$ cat src/rtl/resp_pkg.sv
// Shared constants and state encoding for the host response serializer.
package resp_pkg;

   // Host command codes echoed back in ACK replies or answered with a MATCH reply
   localparam logic [7:0] CMD_SET_HASH   = 8'h01;
   localparam logic [7:0] CMD_SEND_STR   = 8'h02;
   localparam logic [7:0] CMD_READ_MATCH = 8'h03;

   localparam int unsigned MATCH_BYTES_DEF = 19;
   localparam int unsigned POS_BYTES_DEF   = 2;

   typedef enum logic [1:0] {
      StIdle = 2'd0,
      StSend = 2'd1,
      StGap  = 2'd2,
      StWait = 2'd3
   } state_e;

endpackage

$ cat src/rtl/resp_tx.sv
// Response serializer: turns ACK / MATCH replies into a paced byte stream toward uart_tx.
// A reply is loaded into a left-shifting buffer and emitted top byte first, one
// txd_start strobe per byte, waiting for txd_busy to clear before each byte.
module resp_tx
   import resp_pkg::*;
#(
   parameter int unsigned MATCH_BYTES = MATCH_BYTES_DEF,
   parameter int unsigned POS_BYTES   = POS_BYTES_DEF
) (
   input  logic                     clk,
   input  logic                     reset,
   input  logic                     ack_start,
   input  logic [7:0]               ack_code,
   input  logic                     match_start,
   input  logic [15:0]              match_pos,
   input  logic [MATCH_BYTES*8-1:0] match_str,
   input  logic                     txd_busy,
   output logic                     txd_start,
   output logic [7:0]               txd_data,
   output logic                     busy,
   output logic                     done,
   output logic                     req_drop
);

   localparam int unsigned NUM_BYTES = POS_BYTES + MATCH_BYTES;
   localparam int unsigned BUF_W     = NUM_BYTES * 8;
   localparam int unsigned CNT_W     = $clog2(NUM_BYTES + 1);

   state_e                 state_q, state_d;
   logic [BUF_W-1:0]       buf_q, buf_d;
   logic [CNT_W-1:0]       cnt_q, cnt_d;
   logic                   txd_start_q, txd_start_d;
   logic [7:0]             txd_data_q, txd_data_d;
   logic                   done_q, done_d;
   logic                   req_drop_q, req_drop_d;

   // State and registered outputs; synchronous reset aborts any reply in flight
   always_ff @(posedge clk) begin
      if (reset) begin
         state_q     <= StIdle;
         buf_q       <= '0;
         cnt_q       <= '0;
         txd_start_q <= 1'b0;
         txd_data_q  <= 8'h00;
         done_q      <= 1'b0;
         req_drop_q  <= 1'b0;
      end else begin
         state_q     <= state_d;
         buf_q       <= buf_d;
         cnt_q       <= cnt_d;
         txd_start_q <= txd_start_d;
         txd_data_q  <= txd_data_d;
         done_q      <= done_d;
         req_drop_q  <= req_drop_d;
      end
   end

   // Next-state: request acceptance, byte emission and txd_busy pacing
   always_comb begin
      state_d     = state_q;
      buf_d       = buf_q;
      cnt_d       = cnt_q;
      txd_start_d = 1'b0;
      txd_data_d  = txd_data_q;
      done_d      = 1'b0;
      req_drop_d  = 1'b0;

      unique case (state_q)
         StIdle: begin
            if (done_q) begin
               // Completion cycle still counts as part of the finished reply
               req_drop_d = ack_start | match_start;
            end else if (match_start) begin
               buf_d      = BUF_W'({match_pos, match_str});
               cnt_d      = CNT_W'(NUM_BYTES);
               state_d    = StSend;
               req_drop_d = ack_start;
            end else if (ack_start) begin
               buf_d   = {ack_code, {(BUF_W-8){1'b0}}};
               cnt_d   = CNT_W'(1);
               state_d = StSend;
            end
         end
         StSend: begin
            req_drop_d = ack_start | match_start;
            if (!txd_busy) begin
               txd_start_d = 1'b1;
               txd_data_d  = buf_q[BUF_W-1 -: 8];
               buf_d       = {buf_q[BUF_W-9:0], 8'h00};
               cnt_d       = cnt_q - CNT_W'(1);
               state_d     = StGap;
            end
         end
         StGap: begin
            // One idle cycle lets uart_tx raise txd_busy before we look at it
            req_drop_d = ack_start | match_start;
            state_d    = StWait;
         end
         StWait: begin
            req_drop_d = ack_start | match_start;
            if (!txd_busy) begin
               if (cnt_q != '0) begin
                  state_d = StSend;
               end else begin
                  done_d  = 1'b1;
                  state_d = StIdle;
               end
            end
         end
      endcase
   end

   assign txd_start = txd_start_q;
   assign txd_data  = txd_data_q;
   assign busy      = (state_q != StIdle);
   assign done      = done_q;
   assign req_drop  = req_drop_q;

endmodule

$ cat config.mk
export PLATFORM = sky130hd
export DESIGN_NAME = resp_tx
export DESIGN_NICKNAME = d
export VERILOG_FILES = /design/src/rtl/resp_pkg.sv /design/src/rtl/resp_tx.sv
export SDC_FILE = /design/constraint.sdc
export NUM_CORES = 1
export LEC_CHECK = 0
export BUFFER_PORTS_ARGS = -buffer_cell sky130_fd_sc_hd__buf_2
export CORE_UTILIZATION = 48
export DETAILED_ROUTE_END_ITERATION = 8
export GPL_ROUTABILITY_DRIVEN = 0
export PLACE_DENSITY = 0.75
export SLEW_MARGIN = 30
export SYNTH_ARGS = -nofsm -noshare
export SYNTH_HDL_FRONTEND = slang
export SYNTH_SLANG_ARGS = --single-unit
$ cat constraint.sdc
create_clock -name clk -period 1.88 [get_ports clk]
set_clock_uncertainty 0.05 [all_clocks]
set_input_delay 0.188 -clock clk [delete_from_list [all_inputs] [get_ports clk]]
set_output_delay 0.188 -clock clk [all_outputs]
set_load 0.01 [all_outputs]
==> impl_metrics.py, run 1 <==
metrics = {
    "floorplan": {
        "ios": 193,
        "initial_utilization": 0.497,
        "rows": 45,
        "die-area_um2": 16400,
        "dieHeight_um": 128,
        "die_x_um": 128,
        "core_area_um2": 15400,
    },
    "worst_setup_path": {
        "timing.rr.end": "buf_q[136]",
        "critical_path_arrival_ns": 2.13,
        "crit_path_end": "buf_q[136]",
        "start_kind": "register",
        "worstPathRequired_ns": 2.18,
        "rrSetupSlack_ns": 0.04,
        "cp-end-kind": "register",
        "worstReg2RegStart": "state_q[0]",
        "crit_path_start": "state_q[0]",
        "path_class": "reg2reg",
        "reg2reg_depth": 10,
        "cp_max_fo": 21,
    },
    "clock_network": {
        "insertion_delay_ns": 0.42,
        "clk_pin_slew_worst_paths_ns": 0.07,
        "clk_path_buf_depth": 2,
        "cts_htree_levels": 4,
        "root_buffer": "clkbuf_16",
        "cts.sinks": 186,
        "numCtsBuffers": 17,
        "cts_tree": "done",
    },
    "sta": {
        "setup_tns_ns": 0,
        "period_needed_ns": 1.84,
        "slew_violations": 0,
        "slew_headroom": 0.681,
        "setup_slack_ns": 0.0435,
        "fin_crit_sh": 0.977,
        "hold_viol": 0,
        "worstMarginPinSlew_ns": 0.478,
        "setup_viol": 0,
        "fmax_ghz": 0.545,
        "rsz0062_at_grt": "true",
    },
    "route": {
        "routed_wl_um": 23400,
        "ant_nets": 0,
        "drcViolationCount": 0,
        "drt_iter0_markers": 647,
        "vias_per_cell": 5.90,
        "dr.pass1.iters": 5,
        "wl_per_cell_um": 17.8,
        "route.vias.total": 7744,
    },
    "place": {
        "hpwlAfterDp_um": 13600,
        "dp_slack_ns": -0.0660,
        "dp_cells": 1235,
        "io_buffers": 192,
        "place_area_um2": 9500,
    },
    "layout": {
        "num_antenna_cells": 0,
        "final_area_um2": 11100,
        "postLayoutCoreUtil": 0.722,
        "drive_above_1_share": 0.376,
        "syn2layout_area_growth_pct": 45.2,
        "stdcell_count": 1313,
        "nets": 1275,
    },
    "synthesis": {
        "yosys_register_bits": 186,
        "async_flop_share": 0,
        "synth_edf_count": 0,
        "synth_top_area_share": 0.487,
        "synth_common_cells": "dfxtp_1 (186), nor2_1 (157), a221oi_1 (152), nor3_1 (152), clkbuf_1 (70)",
        "postSynthAreaPerCell_um2": 8.55,
        "synth_nets": 1080,
        "yosysUniqueCellTypes": 34,
        "seq_area_frac_synth": 0.487,
        "netlist_area_um2": 7650,
        "netlist_instances": 894,
        "yosysMostFrequentCell": "dfxtp_1",
        "synth_ff_type": "dfxtp_1",
        "synthTopCellsByArea": "dfxtp_1 (49%), a221oi_1 (17%), nor3_1 (9.9%), nor2_1 (7.7%), clkbuf_1 (3.4%)",
        "synth_warnings": 0,
        "synth_top_cell_by_area": "dfxtp_1",
    },
    "global_route": {
        "grt_pass1_vias": 7074,
        "grt_pass1_wl_um": 35300,
        "antenna_found_initial": 0,
        "grt_overflow": 0,
        "grt_max_degree": 78,
        "grt_use_total": 0.270,
    },
    "worst_hold_path": {
        "hold_class": "in2reg",
    },
    "job": {
        "cap_violations": 0,
    },
    "run_status": {
        "status": "completed",
    },
    "power_and_ir_drop": {
        "power_density_nw_per_um2": 1960,
        "p_leak_nw": 4.60,
        "irDropWorstVdd_uv": 1020,
    },
}
-- stage by stage --
stage | power (mW) | hold slack [ns]
6_report | 21.8 | 0.00104
5_1_grt | 23.2 | 0.00107
4_1_cts | 20.0 | 0.000118
3_5_place_dp | 15.6 | 0.392
3_3_place_gp | 15.4 | 0.389
2_1_floorplan | 13.6 | 0.215
-- how the worst min path moves through the flow --
stage | to | depth (start not counted) | startpoint
2_1_floorplan | done | 1 | txd_busy
3_3_place_gp | buf_q[7] | 2 | buf_q[7]
3_5_place_dp | txd_data[1] | 2 | buf_q[161]
4_1_cts | buf_q[46] | 3 | match_str[46]
5_1_grt | buf_q[21] | 3 | match_str[21]
6_report | buf_q[128] | 3 | match_str[128]
-- per-layer routing --
layer | track usage | part of all wire | vias up
met5 | 0 | 0 | -
met4 | 0.0900 | 0.023 | 0
met3 | 0.0580 | 0.052 | 50
met2 | 0.432 | 0.49 | 258
met1 | 0.361 | 0.44 | 3697
li1 | - | - | 3739
-- final cells by class --
cell class / instances / area, um^2
inverter: 7 / 28.8
clock buffer: 22 / 464
multi-input combinational: 601 / 4320
sequential: 186 / 3730
fill: 1133 / 4270
clock inverter: 10 / 141
tap: 211 / 264
timing repair buffer: 276 / 2150
-- sequential cells by signal (all words and copies together) (netlist names) --
register	flops
buf_q	168
cnt_q	5
done	1
req_drop	1
state_q	2
txd_data	8
txd_start	1
-- report_power, final --
group | internal [mW] | switching, mW
clock network | 2.17 | 1.53
registers | 5.30 | 0.868
logic | 5.37 | 6.51
total | 12.8 | 8.91
-- placed cells by master (no fill, tap or decap), types with 4 or more instances in the layout --
cell type | synthesis | layout
nand2b_1 | 4 | 4
buf_16 | 0 | 5
dfxtp_1 | 186 | 184
buf_2 | 26 | 191
inv_1 | 7 | 5
buf_6 | 0 | 8
nand2_1 | 48 | 48
a221oi_2 | 0 | 116
a221oi_1 | 152 | 35
nor3_1 | 152 | 143
buf_4 | 1 | 15
nand3_1 | 8 | 8
nor3_2 | 0 | 9
o21ai_0 | 13 | 12
nor2_1 | 157 | 156
mux2i_1 | 9 | 9
dlygate4sd3_1 | 0 | 31
a21oi_1 | 31 | 31
buf_12 | 0 | 17
clkbuf_16 | 0 | 24
-- worst max-delay path, stage by stage, from the launching register on --
cell and delay [ns]:
dfxtp_4 0.36, inv_2 0.08, ha_4 0.17, nor2_2 0.05, buf_4 0.14, a211oi_4 0.19, buf_6 0.16, buf_12 0.16
clkbuf_16 0.20, nor2_1 0.05, nor3_1 0.16
-- kinds of logic (layout without fill, tap and decap cells) --
family	Yosys count	after routing	share of synthesized area
adders and majority gates	6	6	0.00949
AOI/OAI and AO/OA	206	206	0.216
and+or+nand+nor	380	380	0.219
DFF	186	186	0.487
muxes	9	9	0.0118
buffers and inverters	107	315	0.0573
-- repair_timing --
action                                  in CTS  in global routing
endpoints found under the hold margin       24                  7
hold buffers                                24                  7
cloned                                       3                  9
gates resized for setup                     12                 64
endpoints found under the setup margin     157                172
pin swaps                                    6                  8
setup buffers                                0                  3
Power figures use the tool's default switching activity.
==> run 2, diff against run 1 <==
--- a/config.mk
+++ b/config.mk
@@ -5,8 +5,9 @@
 export SDC_FILE = /design/constraint.sdc
 export NUM_CORES = 1
 export LEC_CHECK = 0
+export ABC_AREA = 1
 export BUFFER_PORTS_ARGS = -buffer_cell sky130_fd_sc_hd__buf_2
-export CORE_UTILIZATION = 48
+export CORE_UTILIZATION = 49
 export DETAILED_ROUTE_END_ITERATION = 8
 export GPL_ROUTABILITY_DRIVEN = 0
 export PLACE_DENSITY = 0.75
==> impl_metrics.py, run 2 <==
metrics = {
    "layout": {
        "multi_input_area_um2": 4520,
        "seqCellArea_um2": 3720,
        "nets": 1734,
        "layout_commonest_cell": "nand2_1",
        "final_area_um2": 10900,
        "largest_reg_flops": 168,
        "drive_above_1_share": 0.177,
        "postLayoutCoreUtil": 0.625,
        "largest-register": "buf_q",
        "layout_common_cells": "nand2_1 (523), nor2_1 (343), buf_2 (192)",
        "stdcell_count": 1788,
        "num-fill-cells": 1655,
        "syn2layout_area_growth_pct": 23.9,
    },
    "floorplan": {
        "die_x_um": 136,
        "rows": 48,
        "die-area_um2": 18400,
        "dieHeight_um": 136,
        "core_area_um2": 17400,
        "ios": 193,
        "initial_utilization": 0.505,
    },
    "route": {
        "drt_iter0_markers": 588,
        "wl_per_cell_um": 13.1,
        "dr.max_layer_used": "met5",
        "vias_per_cell": 5.02,
        "ant_nets": 0,
        "wl_met1_um": 10800,
        "dr.pass1.iters": 6,
        "drcViolationCount": 0,
        "met3WireLength_um": 1310,
        "route.vias.total": 8984,
        "met2RoutedLength_um": 10900,
        "routed_wl_um": 23400,
    },
    "synthesis": {
        "yosysUniqueCellTypes": 24,
        "synth_ff_type": "dfxtp_1",
        "seq_area_frac_synth": 0.425,
        "synth_top_cell_by_area": "dfxtp_1",
        "synth_edf_count": 0,
        "synth_nets": 1585,
        "synthTopCellsByArea": "dfxtp_1 (43%), nand2_1 (22%), nor2_1 (15%), o21ai_1 (5.8%), o21ai_0 (4.9%)",
        "async_flop_share": 0,
        "postSynthAreaPerCell_um2": 6.26,
        "netlist_instances": 1399,
        "synth_common_cells": "nand2_1 (524), nor2_1 (345), dfxtp_1 (186)",
        "synth_warnings": 0,
        "yosysMostFrequentCell": "nand2_1",
        "netlist_area_um2": 8760,
        "synth_top_area_share": 0.425,
        "yosys_register_bits": 186,
    },
    "global_route": {
        "grt_pass1_wl_um": 35500,
        "grt_max_degree": 92,
        "grt_use_total": 0.239,
        "antenna_found_initial": 2,
        "grt_overflow": 0,
        "grt_pass1_vias": 7727,
    },
    "sta": {
        "fmax_ghz": 0.541,
        "setup_slack_ns": 0.0323,
        "fin_crit_sh": 0.983,
        "rsz0062_at_grt": "true",
        "worstMarginPinSlew_ns": 0.450,
        "hold_viol": 0,
        "setup_tns_ns": 0,
        "setup_viol": 0,
        "slew_headroom": 0.700,
        "period_needed_ns": 1.85,
        "slew_violations": 0,
    },
    "place": {
        "dp_cells": 1743,
        "dp_slack_ns": -0.0252,
        "hpwlAfterDp_um": 14100,
        "io_buffers": 192,
        "place_area_um2": 9910,
    },
    "power_and_ir_drop": {
        "swShare": 0.430,
        "p_int_mw": 12.1,
        "p_clk_frac": 0.172,
        "irDropWorstVdd_uv": 1570,
        "comb_power_share": 0.500,
        "switchingPower_mw": 9.13,
        "power_density_nw_per_um2": 1960,
        "seqPwrFrac": 0.328,
        "p_leak_nw": 5.50,
    },
    "clock_network": {
        "numCtsBuffers": 17,
        "cts_htree_levels": 4,
        "root_buffer": "clkbuf_16",
        "cts.sinks": 186,
        "insertion_delay_ns": 0.44,
        "clk_pin_slew_worst_paths_ns": 0.07,
        "cts_tree": "done",
        "clk_path_buf_depth": 2,
    },
    "job": {
        "cap_violations": 0,
    },
    "worst_setup_path": {
        "slowest_delay_ns": 0.42,
        "worstPathRequired_ns": 2.16,
        "rrSetupSlack_ns": 0.03,
        "critical_path_arrival_ns": 2.13,
        "start_kind": "register",
        "path_class": "reg2reg",
        "cp-end-kind": "register",
        "cp_max_fo": 45,
        "crit_chain": "inv_1 > ha_4 > a21boi_4 > nand2_8 > clkbuf_16 > o21ai_1 > nor2_1",
        "crit_path_top_delay_cell": "dfxtp_1",
    },
    "worst_hold_path": {
        "hold_class": "in2reg",
    },
    "run_status": {
        "status": "completed",
    },
}
## run 2: cells by family (layout without fill, tap and decap cells)
| family | count (synthesis) | in the layout | share of synthesized area |
|---|---|---|---|
| fa+ha+maj | 5 | 5 | 0.00714 |
| buf+inv | 119 | 281 | 0.0674 |
| xor+xnor | 1 | 1 | 0.00100 |
| flops | 186 | 186 | 0.425 |
| simple gates | 885 | 885 | 0.382 |
| other cells | 0 | 2 | 0 |
| compound gates | 203 | 203 | 0.118 |
## run 2: layout make-up
class,count,area share
Multi-Input combinational cell,1094,0.416
Sequential cell,186,0.343
Timing Repair Buffer,226,0.148
Clock buffer,19,0.0417
Tap cell,225,0.0259
Clock inverter,13,0.0129
Inverter,22,0.0110
Timing Repair inverter,1,0.00104
Antenna cell,2,0.000461
## run 2: final timing paths
path	from	endpoint	cells past startpoint
worst min-delay path	match_str[89]	buf_q[89]	5
worst max-delay path	state_q[0]	buf_q[8]	7
worst max register to register	state_q[0]	buf_q[8]	7
worst min register to register	buf_q[165]	buf_q[165]	2
## run 2: repair_timing
| item | 4_1_cts | 5_1_grt |
|---|---|---|
| gates cloned | 0 | 9 |
| gates resized for setup | 4 | 31 |
| endpoints found under the hold margin | 0 | 0 |
| hold buffers | 0 | 0 |
| pin swaps | 0 | 0 |
| setup endpoints to repair | 64 | 174 |
| setup buffers | 1 | 1 |
## run 2: critical path: cells and delay by family (launching register included)
kind                     cells  cell delay, ns
AO/OA/AOI/OAI                2            0.42
adder cells (fa/ha/maj)      1            0.21
buffers and inverters        2            0.41
flip-flops                   1            0.42
AND/OR/NAND/NOR              2            0.23
## run 2: power groups by stage
stage	sequential [mW]	clock (mW)	combinational [mW]
floorplan	6.81	0	7.10
global placement	6.97	0	9.03
detailed placement	7.02	0	9.21
CTS	6.95	3.68	9.36
global route	7.21	3.85	11.9
finish	6.97	3.65	10.6
## run 2: per-layer routing
metal | GRT usage | vias up
met5 | 0 | -
met4 | 0.0793 | 2
met3 | 0.0483 | 27
met2 | 0.384 | 241
met1 | 0.320 | 4066
li1 | - | 4648
## run 2: per-stage QoR
step           hold slack, ns  power [mW]
4_1_cts                0.0210        20.0
6_report               0.0237        21.3
3_5_place_dp            0.409        16.2
3_3_place_gp            0.404        16.0
2_1_floorplan           0.216        13.9
5_1_grt                0.0461        23.0
